File: config.mk
export PLATFORM = sky130hd
export DESIGN_NAME = mem_arbiter
export DESIGN_NICKNAME = d
export VERILOG_FILES = /design/src/rtl/mem_arbiter.sv
export SDC_FILE = /design/constraint.sdc
export NUM_CORES = 1
export LEC_CHECK = 0
export ABC_AREA = 1
export CAP_MARGIN = 10
export CORE_ASPECT_RATIO = 1.25
export CORE_MARGIN = 1.5
export CORE_UTILIZATION = 45
export DETAILED_ROUTE_END_ITERATION = 12
export PLACE_DENSITY = 0.78
export SYNTH_ARGS = -nofsm -noshare
export SYNTH_HDL_FRONTEND = slang
export SYNTH_SLANG_ARGS = --single-unit
export TNS_END_PERCENT = 1
File: constraint.sdc
create_clock -name clk -period 7.9 [get_ports clk]
set_input_delay 1.58 -clock clk [delete_from_list [all_inputs] [get_ports clk]]
set_output_delay 1.58 -clock clk [all_outputs]
set_load 0.02 [all_outputs]
File: src/rtl/mem_arbiter.sv
// Byte-serial arbiter between instruction fetch and the LS queue for the shared RAM/IO port.
// Assembles/splits little-endian words, stalls IO stores on a full UART buffer, aborts flushed reads.
module mem_arbiter #(
    parameter int FETCH_STARVE_LIMIT = 4
) (
    input  logic        clk,
    input  logic        rst_n,
    input  logic        ena,
    input  logic        in_clear,
    input  logic        in_fetch_req,
    input  logic [31:0] in_fetch_addr,
    output logic        out_fetch_ok,
    output logic [31:0] out_fetch_data,
    input  logic        in_ls_req,
    input  logic        in_ls_iswrite,
    input  logic [1:0]  in_ls_size,
    input  logic [31:0] in_ls_addr,
    input  logic [31:0] in_ls_data,
    output logic        out_ls_ok,
    output logic [31:0] out_ls_data,
    output logic [31:0] out_ram_addr,
    output logic        out_ram_wr,
    output logic [7:0]  out_ram_dout,
    input  logic [7:0]  in_ram_din,
    input  logic        in_io_full
);

    localparam int SW = $clog2(FETCH_STARVE_LIMIT + 1);

    typedef enum logic [2:0] {IDLE, READ, WRITE, IO_WAIT, DONE} state_t;

    state_t        state_q, state_d;
    logic [31:0]   base_q, wdata_q;
    logic [2:0]    cnt_q, nbytes_q;
    logic          is_fetch_q, is_write_q;
    logic [SW-1:0] streak_q;
    logic [1:0]    mask_q;
    logic [31:0]   fetch_data_q, ls_data_q;

    logic [31:0] cur_addr, wshift;
    logic [2:0]  ls_nbytes;
    logic [1:0]  cap_idx;
    logic        io_stall, can_grant, grant_fetch, grant_ls, done_ok;

    assign cur_addr = base_q + {29'd0, cnt_q};
    assign wshift   = wdata_q >> {cnt_q[1:0], 3'b000};
    assign cap_idx  = 2'(cnt_q - 3'd1);
    assign io_stall = is_write_q && (cur_addr[17:16] == 2'b11) && in_io_full;

    always_comb begin
        unique case (in_ls_size)
            2'd0:    ls_nbytes = 3'd1;
            2'd1:    ls_nbytes = 3'd2;
            default: ls_nbytes = 3'd4;
        endcase
    end

    // The cycle after DONE is a turnaround: the served requester still shows req,
    // so nobody is granted and both requesters re-arbitrate on the following cycle.
    assign can_grant   = (state_q == IDLE) && !in_clear && (mask_q == 2'b00);
    assign grant_fetch = can_grant && in_fetch_req &&
                         (!in_ls_req || streak_q >= SW'(FETCH_STARVE_LIMIT));
    assign grant_ls    = can_grant && in_ls_req && !grant_fetch;

    // A flush landing on DONE kills a read's ok pulse; committed stores always report.
    assign done_ok        = (state_q == DONE) && (is_write_q || !in_clear);
    assign out_fetch_ok   = done_ok && is_fetch_q;
    assign out_ls_ok      = done_ok && !is_fetch_q;
    assign out_fetch_data = fetch_data_q;
    assign out_ls_data    = ls_data_q;

    always_comb begin
        // NOTE: every signal driven here gets a default first, so no latch is inferred.
        state_d      = state_q;
        out_ram_addr = 32'd0;
        out_ram_wr   = 1'b0;
        out_ram_dout = 8'd0;
        unique case (state_q)
            IDLE: begin
                if (grant_fetch || grant_ls)
                    state_d = (grant_ls && in_ls_iswrite) ? WRITE : READ;
            end
            READ: begin
                if (cnt_q < nbytes_q)
                    out_ram_addr = cur_addr;
                if (in_clear)
                    state_d = IDLE;
                else if (cnt_q == nbytes_q)
                    state_d = DONE;
            end
            WRITE: begin
                out_ram_addr = cur_addr;
                if (io_stall) begin
                    state_d = IO_WAIT;
                end else begin
                    out_ram_wr   = ena;
                    out_ram_dout = wshift[7:0];
                    if (cnt_q == nbytes_q - 3'd1)
                        state_d = DONE;
                end
            end
            IO_WAIT: begin
                if (!in_io_full)
                    state_d = WRITE;
            end
            DONE:    state_d = IDLE;
            default: state_d = IDLE;
        endcase
    end

    // NOTE: sequential state uses non-blocking assignments only, so every register
    // samples the pre-edge values regardless of statement order.
    always_ff @(posedge clk) begin
        if (!rst_n) begin
            state_q      <= IDLE;
            base_q       <= '0;
            wdata_q      <= '0;
            cnt_q        <= '0;
            nbytes_q     <= '0;
            is_fetch_q   <= 1'b0;
            is_write_q   <= 1'b0;
            streak_q     <= '0;
            mask_q       <= '0;
            fetch_data_q <= '0;
            ls_data_q    <= '0;
        end else if (ena) begin
            state_q <= state_d;
            unique case (state_q)
                IDLE: begin
                    mask_q <= 2'b00;
                    if (grant_fetch || grant_ls) begin
                        base_q     <= grant_fetch ? in_fetch_addr : in_ls_addr;
                        wdata_q    <= in_ls_data;
                        cnt_q      <= '0;
                        nbytes_q   <= grant_fetch ? 3'd4 : ls_nbytes;
                        is_fetch_q <= grant_fetch;
                        is_write_q <= grant_ls && in_ls_iswrite;
                        if (grant_fetch) begin
                            streak_q     <= '0;
                            fetch_data_q <= '0;
                        end else begin
                            if (streak_q < SW'(FETCH_STARVE_LIMIT))
                                streak_q <= streak_q + 1'b1;
                            if (!in_ls_iswrite)
                                ls_data_q <= '0;
                        end
                    end
                end
                READ: begin
                    if (!in_clear) begin
                        cnt_q <= cnt_q + 3'd1;
                        // RAM returns byte k one cycle after its address.
                        if (cnt_q != 3'd0) begin
                            if (is_fetch_q)
                                fetch_data_q[{cap_idx, 3'b000} +: 8] <= in_ram_din;
                            else
                                ls_data_q[{cap_idx, 3'b000} +: 8] <= in_ram_din;
                        end
                    end
                end
                WRITE: begin
                    if (!io_stall)
                        cnt_q <= cnt_q + 3'd1;
                end
                DONE:    mask_q <= is_fetch_q ? 2'b01 : 2'b10;
                default: ;
            endcase
        end
    end

endmodule

**Word-level counts from Yosys, hierarchy flattened**

Cells that the tools add are included.

- Register bits after elaboration: 144
- Bits of input ports: 114
- Word-level logic and storage cells: 117

- $add $sub $neg: 6
- Order comparisons: 3
- Equal/unequal tests: 20
- Shift operators: 3
- Multiplexer cells: 40
- Reduce and logical (&&, ||, !) cells: 34

Operators by type and width:

| operator | number |
|---|---|
| 2-to-1 mux 32 bit | 13 |
| case mux 32 bit (2 select lines) | 3 |
| bitwise mux 32 bit | 2 |
| 2-to-1 mux 3 bit | 12 |
| adder 32 x 3 -> 32 bit | 1 |
| variable shift 8 x 7 -> 32 bit (first input constant) | 1 |
| indexed part select 8 x 7 -> 32 bit | 1 |
| right shift 32 x 5 -> 8 bit | 1 |
| inequality test 2 bit (second input constant) | 9 |
| 2-to-1 mux 8 bit | 2 |
| logical AND 1 bit | 12 |
| case mux 3 bit (4 select lines) | 1 |
| AND reduction 5 bit | 2 |
| case mux 3 bit (3 select lines) | 1 |
| AND reduction 8 bit | 1 |
| negator 5 -> 7 bit | 1 |
| AND reduction 7 bit | 1 |
| adder 3 x 1 -> 3 bit (second input constant) | 2 |
| equality test 3 x 2 -> 1 bit (second input constant) | 2 |
| equality test 3 bit | 2 |
| inequality test 3 bit (second input constant) | 2 |
| case mux 3 bit (2 select lines) | 1 |
| nonzero test 2 bit | 3 |
| nonzero test 3 bit | 2 |
| 20 further kinds | 28 |

**Longest topological paths before layout**

- Depth in word-level cells: 11
- Mapped depth: 16
- Depth with buffers taken out: 16

**Worst setup path after synthesis**

No wires, ideal clock.

- Kind: flip-flop to output port
- From: reg cnt_q[1]
- To: out out_ram_addr[30]
- Arrival: 2.828 ns
- Data required time: 6.320 ns
- Slack: 3.492 ns
- Stages on the path, launching flop included: 15
- Path through: dfxtp_1 -> clkbuf_1 -> clkinv_1 -> fa_1 -> inv_1 -> nand2_1 -> nand2_1 -> nand2_1 -> nor2_1 -> nand3_1 -> nor2_1 -> nand2_1 -> nor3_1 -> nor2_1 -> nor2_1

- Word-level cells in the longest chain between the ends: 3
- Elaborated cells on any way between the ends: 4

RTL lines:

| item | line | RTL |
|---|---|---|
| from (decl) | 34 | `logic [2:0] cnt_q, nbytes_q;` |
| from (signal assigned) | 151 | `cnt_q <= cnt_q + 3'd1;` |
| from (signal assigned) | 163 | `cnt_q <= cnt_q + 3'd1;` |
| adder 32 x 3 -> 32 bit / < comparator 3 bit (equally long branches) | 45, 84 |  |
| 2-to-1 mux 32 bit | 84 | `if (cnt_q < nbytes_q)` |
| case mux 32 bit (2 select lines) (*) | 78 | `unique case (state_q)` |
| to (decl) | 21 | `output logic [31:0] out_ram_addr,` |

Every way passes the cells marked *; elsewhere a longest branch is shown, timed or not.

**Worst setup path after layout**

Same ends and word-level chain as after synthesis.

==> impl_summary.md <==
Hold path
In this run the most critical hold path is launched from wdata_q[28]$_SDFFE_PN0P_. The class of the tightest hold or removal check is reg2reg. Counting instances, the worst hold path has a depth of 2. The worst hold path terminates at wdata_q[28]$_SDFFE_PN0P_.

Synth
After synthesis, the mean cell area works out to 6.78 sq um. The synthesized design contains 0 enable-type register cells. The leading register cell type out of synthesis is sky130_fd_sc_hd__dfxtp_1. For this run, the register share of the synthesized area comes to 0.395. Synthesis inferred around 140 register bits.

The number of instances in the synthesized netlist is 1077. In this run, distinct cell masters in the synthesized netlist total 38. The net count after synthesis is 1205. The fraction of registers with async set or reset after synthesis is 0. The cell area after technology mapping is 7310 sq um.

The yosys synthesis warning count is 0.

STA
Dividing the final minimum period by the clock period gives 0.759. Timing would allow up to 167 MHz. The maximum clock skew at final layout is 0.00909 ns.

At the pin with the least slew margin, the transition time is 1.09 ns. The final-report hold violation count is 0. Headroom to the max-slew limit came out at 0.270. The smallest clock period supported by the final layout is computed as 6.00 ns. The setup violation total in the final timing report is 0. The total count of max-transition violations in the final report is 0. Setup repair after global routing left no endpoint under its margin. The setup TNS is 0 ns.

Final layout
The final layout contains 1390 nets. The area added between synthesis and finish is 39.2%. The share of layout cells above drive strength 1 is 0.0486.

Global route
The global-route congestion overflow total is 0. The first-pass GRT wire length is 36700 um. Across every metal layer, demand over resource in global routing totals 0.269. The number of antenna violations at the first check in global routing is 1.

The number of global-route vias before repair is 7523. Entering global routing, the biggest net connects 81 pins.

Clock tree
The buffer type at the clock tree root is sky130_fd_sc_hd__clkbuf_16. The clock input transition at the sequential cells of the worst setup and hold paths is 0.06 ns. Buffers inserted to repair hold after CTS numbered 0.

The total setup buffers inserted after CTS is 0. TritonCTS built the clock tree. The clock buffer count from CTS is 17.

The quantity of gates resized following cts is 0. The worst-case clock buffer depth is 2. The insertion delay of the later-clocked pin in the worst-skew pair is 0.42 ns.

The clock sink total is between 100 and 150. The number of H-tree levels is 4.

Critical path
The required time at the endpoint of the critical path is 6.32 ns. The arrival time at the worst endpoint is 4.42 ns. The worst register-to-register path has a setup slack of 4.21 ns. Of all nets on the critical path, the largest fanout is 16. In this run the critical register-to-register path is captured at out_fetch_data[30]$_SDFFE_PN0P_.

In this design, the stage delay of the slowest critical-path cell is 0.76 ns. The cell with the biggest individual delay on the critical path is sky130_fd_sc_hd__dfxtp_1. The category of the worst setup path launch point is a flop. The number of buffer and inverter instances along the worst setup path is 3. The startpoint identified for the worst register-to-register timing path is cnt_q[1]$_SDFFE_PN0P_. The signal on the critical path passes through clkinv_1 > fa_1 > inv_1 > nand2_1 > nand2_1 > nand2_1 > nor2_1 > nand3_1 > nor2_1 > nand2_1 > nor3_1 > nor2_1 > nor2_1 > clkdlybuf4s50_1. The worst setup path is captured at an output port. The number of cells on the worst reg-to-reg path is 10.

Grouping stages by cell kind, the critical path spends the most delay in simple AND/OR/NAND/NOR gates. The start-to-end type of the worst setup path is reg2out.

Route
The number of DRC markers in iteration 0 is 657. The detailed-router iteration count before antenna repair is 5. The remaining antenna violation count after routing is 0. The ratio of routed vias to standard cells is 5.47. The routed layout has approximately 8.1k vias. The average wire per cell in the routed design is around 16 um. Summed over all layers, the routed wires come to 23300 um.

The remaining design rule violation count is 0.

Floorplanning
The horizontal die dimension is roughly 120 um. Measured along the y axis, the die boundary spans 145 um. The number of rows in the core area is about 50. The number of I/O pins is 221. The initial utilization of the core area, before any placement, comes to 0.464. The region available for standard cell placement spans 15800 sq um.

The die covers 17000 sq um.

Run status
The run finished with clean final reports.

Placement
The number of port buffers is 220. At the end of routability-driven placement, the weighted congestion stood at 0.883. The placed wire-length estimate after detailed placement is approximately 16000 um.

Flow run
The tool flagged a number of max-cap violations equal to 0.

Pwr
Dividing total power by cell area gives a power density of around 270 nW/um^2. The post-route total power is about 2.7 mW. Summed over all cells, the static leakage comes to between 3 and 4 nW. The worst voltage drop across the vdd grid is roughly 0.17 mV.
-- worst reg2reg max path: stages (launching register included) --
cell and delay, ns:
sky130_fd_sc_hd__dfxtp_1 0.76, sky130_fd_sc_hd__clkinv_1 0.59, sky130_fd_sc_hd__ha_1 0.36, sky130_fd_sc_hd__inv_1 0.05
sky130_fd_sc_hd__nor2_1 0.04, sky130_fd_sc_hd__o21ai_0 0.18, sky130_fd_sc_hd__o211ai_1 0.18, sky130_fd_sc_hd__nor2_4 0.69
sky130_fd_sc_hd__nand2_1 0.40, sky130_fd_sc_hd__o21ai_0 0.27, sky130_fd_sc_hd__nor2_1 0.06
-- layer usage --
metal  track usage  up-vias  wire length (um)
met5             0        -                 0
met3        0.0646       56              1840
met2         0.442      330             11000
met1         0.332     3743              9620
met4         0.117        0               799
li1              -     4007                 -
-- placed cells by master (no fill, tap or decap), drive strengths merged, types with 6 or more instances in the layout --
cell and instances:
nand4 15, clkbuf 17, clkdlybuf4s50 219, nor2 120, nand3 71, inv 84
a31oi 34, clkinv 6, nor3 48, dfxtp 144, a21oi 132, xor2 6
o21ai 105, ha 13, nand2 230
-- power by group --
group	internal (mW)	total [mW]	leakage (nW)	switching (mW)
Combinational	0.318	0.936	2.18	0.618
Sequential	0.841	0.938	1.17	0.0963
Clock	0.533	0.864	0.309	0.331
Total	1.69	2.74	3.66	1.05
-- sequential cells by signal, indices dropped and copies added (netlist names) --
register        cells
is_write_q          1
out_fetch_data     32
base_q             32
out_ls_data        32
state_q             3
wdata_q            32
nbytes_q            3
cnt_q               3
mask_q              2
streak_q            3
is_fetch_q          1
-- synthesized netlist by cell type (4+ instances only) --
| library cell | instances | area (sq um) |
|---|---|---|
| sky130_fd_sc_hd__nand2_1 | 222 | 833 |
| sky130_fd_sc_hd__dfxtp_1 | 144 | 2880 |
| sky130_fd_sc_hd__a21oi_1 | 132 | 661 |
| sky130_fd_sc_hd__nor2_1 | 113 | 424 |
| sky130_fd_sc_hd__o21ai_0 | 97 | 485 |
| sky130_fd_sc_hd__inv_1 | 74 | 278 |
| sky130_fd_sc_hd__nand3_1 | 68 | 340 |
| sky130_fd_sc_hd__clkbuf_1 | 48 | 180 |
| sky130_fd_sc_hd__nor3_1 | 48 | 240 |
| sky130_fd_sc_hd__a31oi_1 | 33 | 206 |
| sky130_fd_sc_hd__nand4_1 | 15 | 93.8 |
| sky130_fd_sc_hd__ha_1 | 13 | 163 |
| sky130_fd_sc_hd__nand2_2 | 8 | 50.1 |
| sky130_fd_sc_hd__o21ai_1 | 8 | 40.0 |
| sky130_fd_sc_hd__xor2_1 | 6 | 52.6 |
| sky130_fd_sc_hd__buf_4 | 5 | 37.5 |
| sky130_fd_sc_hd__inv_2 | 4 | 15.0 |
| sky130_fd_sc_hd__nor2_4 | 4 | 45.0 |
-- logic make-up (layout without fill, tap and decap cells) --
| group | after synthesis | count (layout) | synth area share |
|---|---|---|---|
| compound gates | 280 | 280 | 0.202 |
| fa+ha+maj | 14 | 14 | 0.0250 |
| other cells | 0 | 1 | 0 |
| xor+xnor | 8 | 8 | 0.00959 |
| flops | 144 | 144 | 0.395 |
| simple gates | 493 | 493 | 0.292 |
| buf+inv | 138 | 336 | 0.0769 |
-- cell type report --
type	count	area, sq um
inverters	80	300
repair buffers	224	2230
flip-flops and latches	144	2880
well taps	212	265
clock buffers	17	425
clock inverters	15	204
fillers	1486	5590
multi-input cells	795	3860
diodes	1	2.50
-- worst max-delay path by stage --
| stage | start | endpoint | slack, ns | cells past startpoint |
|---|---|---|---|---|
| after floorplan | cnt_q[1]$_SDFFE_PN0P_ | out_ram_addr[30] | 3.49 | 14 |
| after global placement | cnt_q[1]$_SDFFE_PN0P_ | out_ram_addr[30] | 2.51 | 14 |
| after detailed placement | cnt_q[1]$_SDFFE_PN0P_ | out_ram_addr[30] | 2.41 | 14 |
| after CTS | cnt_q[1]$_SDFFE_PN0P_ | out_ram_addr[30] | 1.93 | 14 |
| after global routing | cnt_q[1]$_SDFFE_PN0P_ | out_ram_addr[30] | 1.66 | 14 |
| final | cnt_q[1]$_SDFFE_PN0P_ | out_ram_addr[30] | 1.90 | 14 |
-- per-stage QoR --
| stage | area [sq um] | setup WS (ns) | hold slack, ns | std cells | utilization |
|---|---|---|---|---|---|
| finish | 10200 | 1.90 | 0.453 | 1488 | 0.645 |
| global route | 10200 | 1.66 | 0.469 | 1487 | 0.645 |
| CTS | 10200 | 1.93 | 0.454 | 1487 | 0.645 |
| detailed placement | 9540 | 2.41 | 0.445 | 1455 | 0.605 |
| global placement | 9540 | 2.51 | 0.441 | 1455 | 0.605 |
| floorplan | 7310 | 3.49 | 0.430 | 1077 | - |
Note: power is estimated with default switching activity, not from simulation.
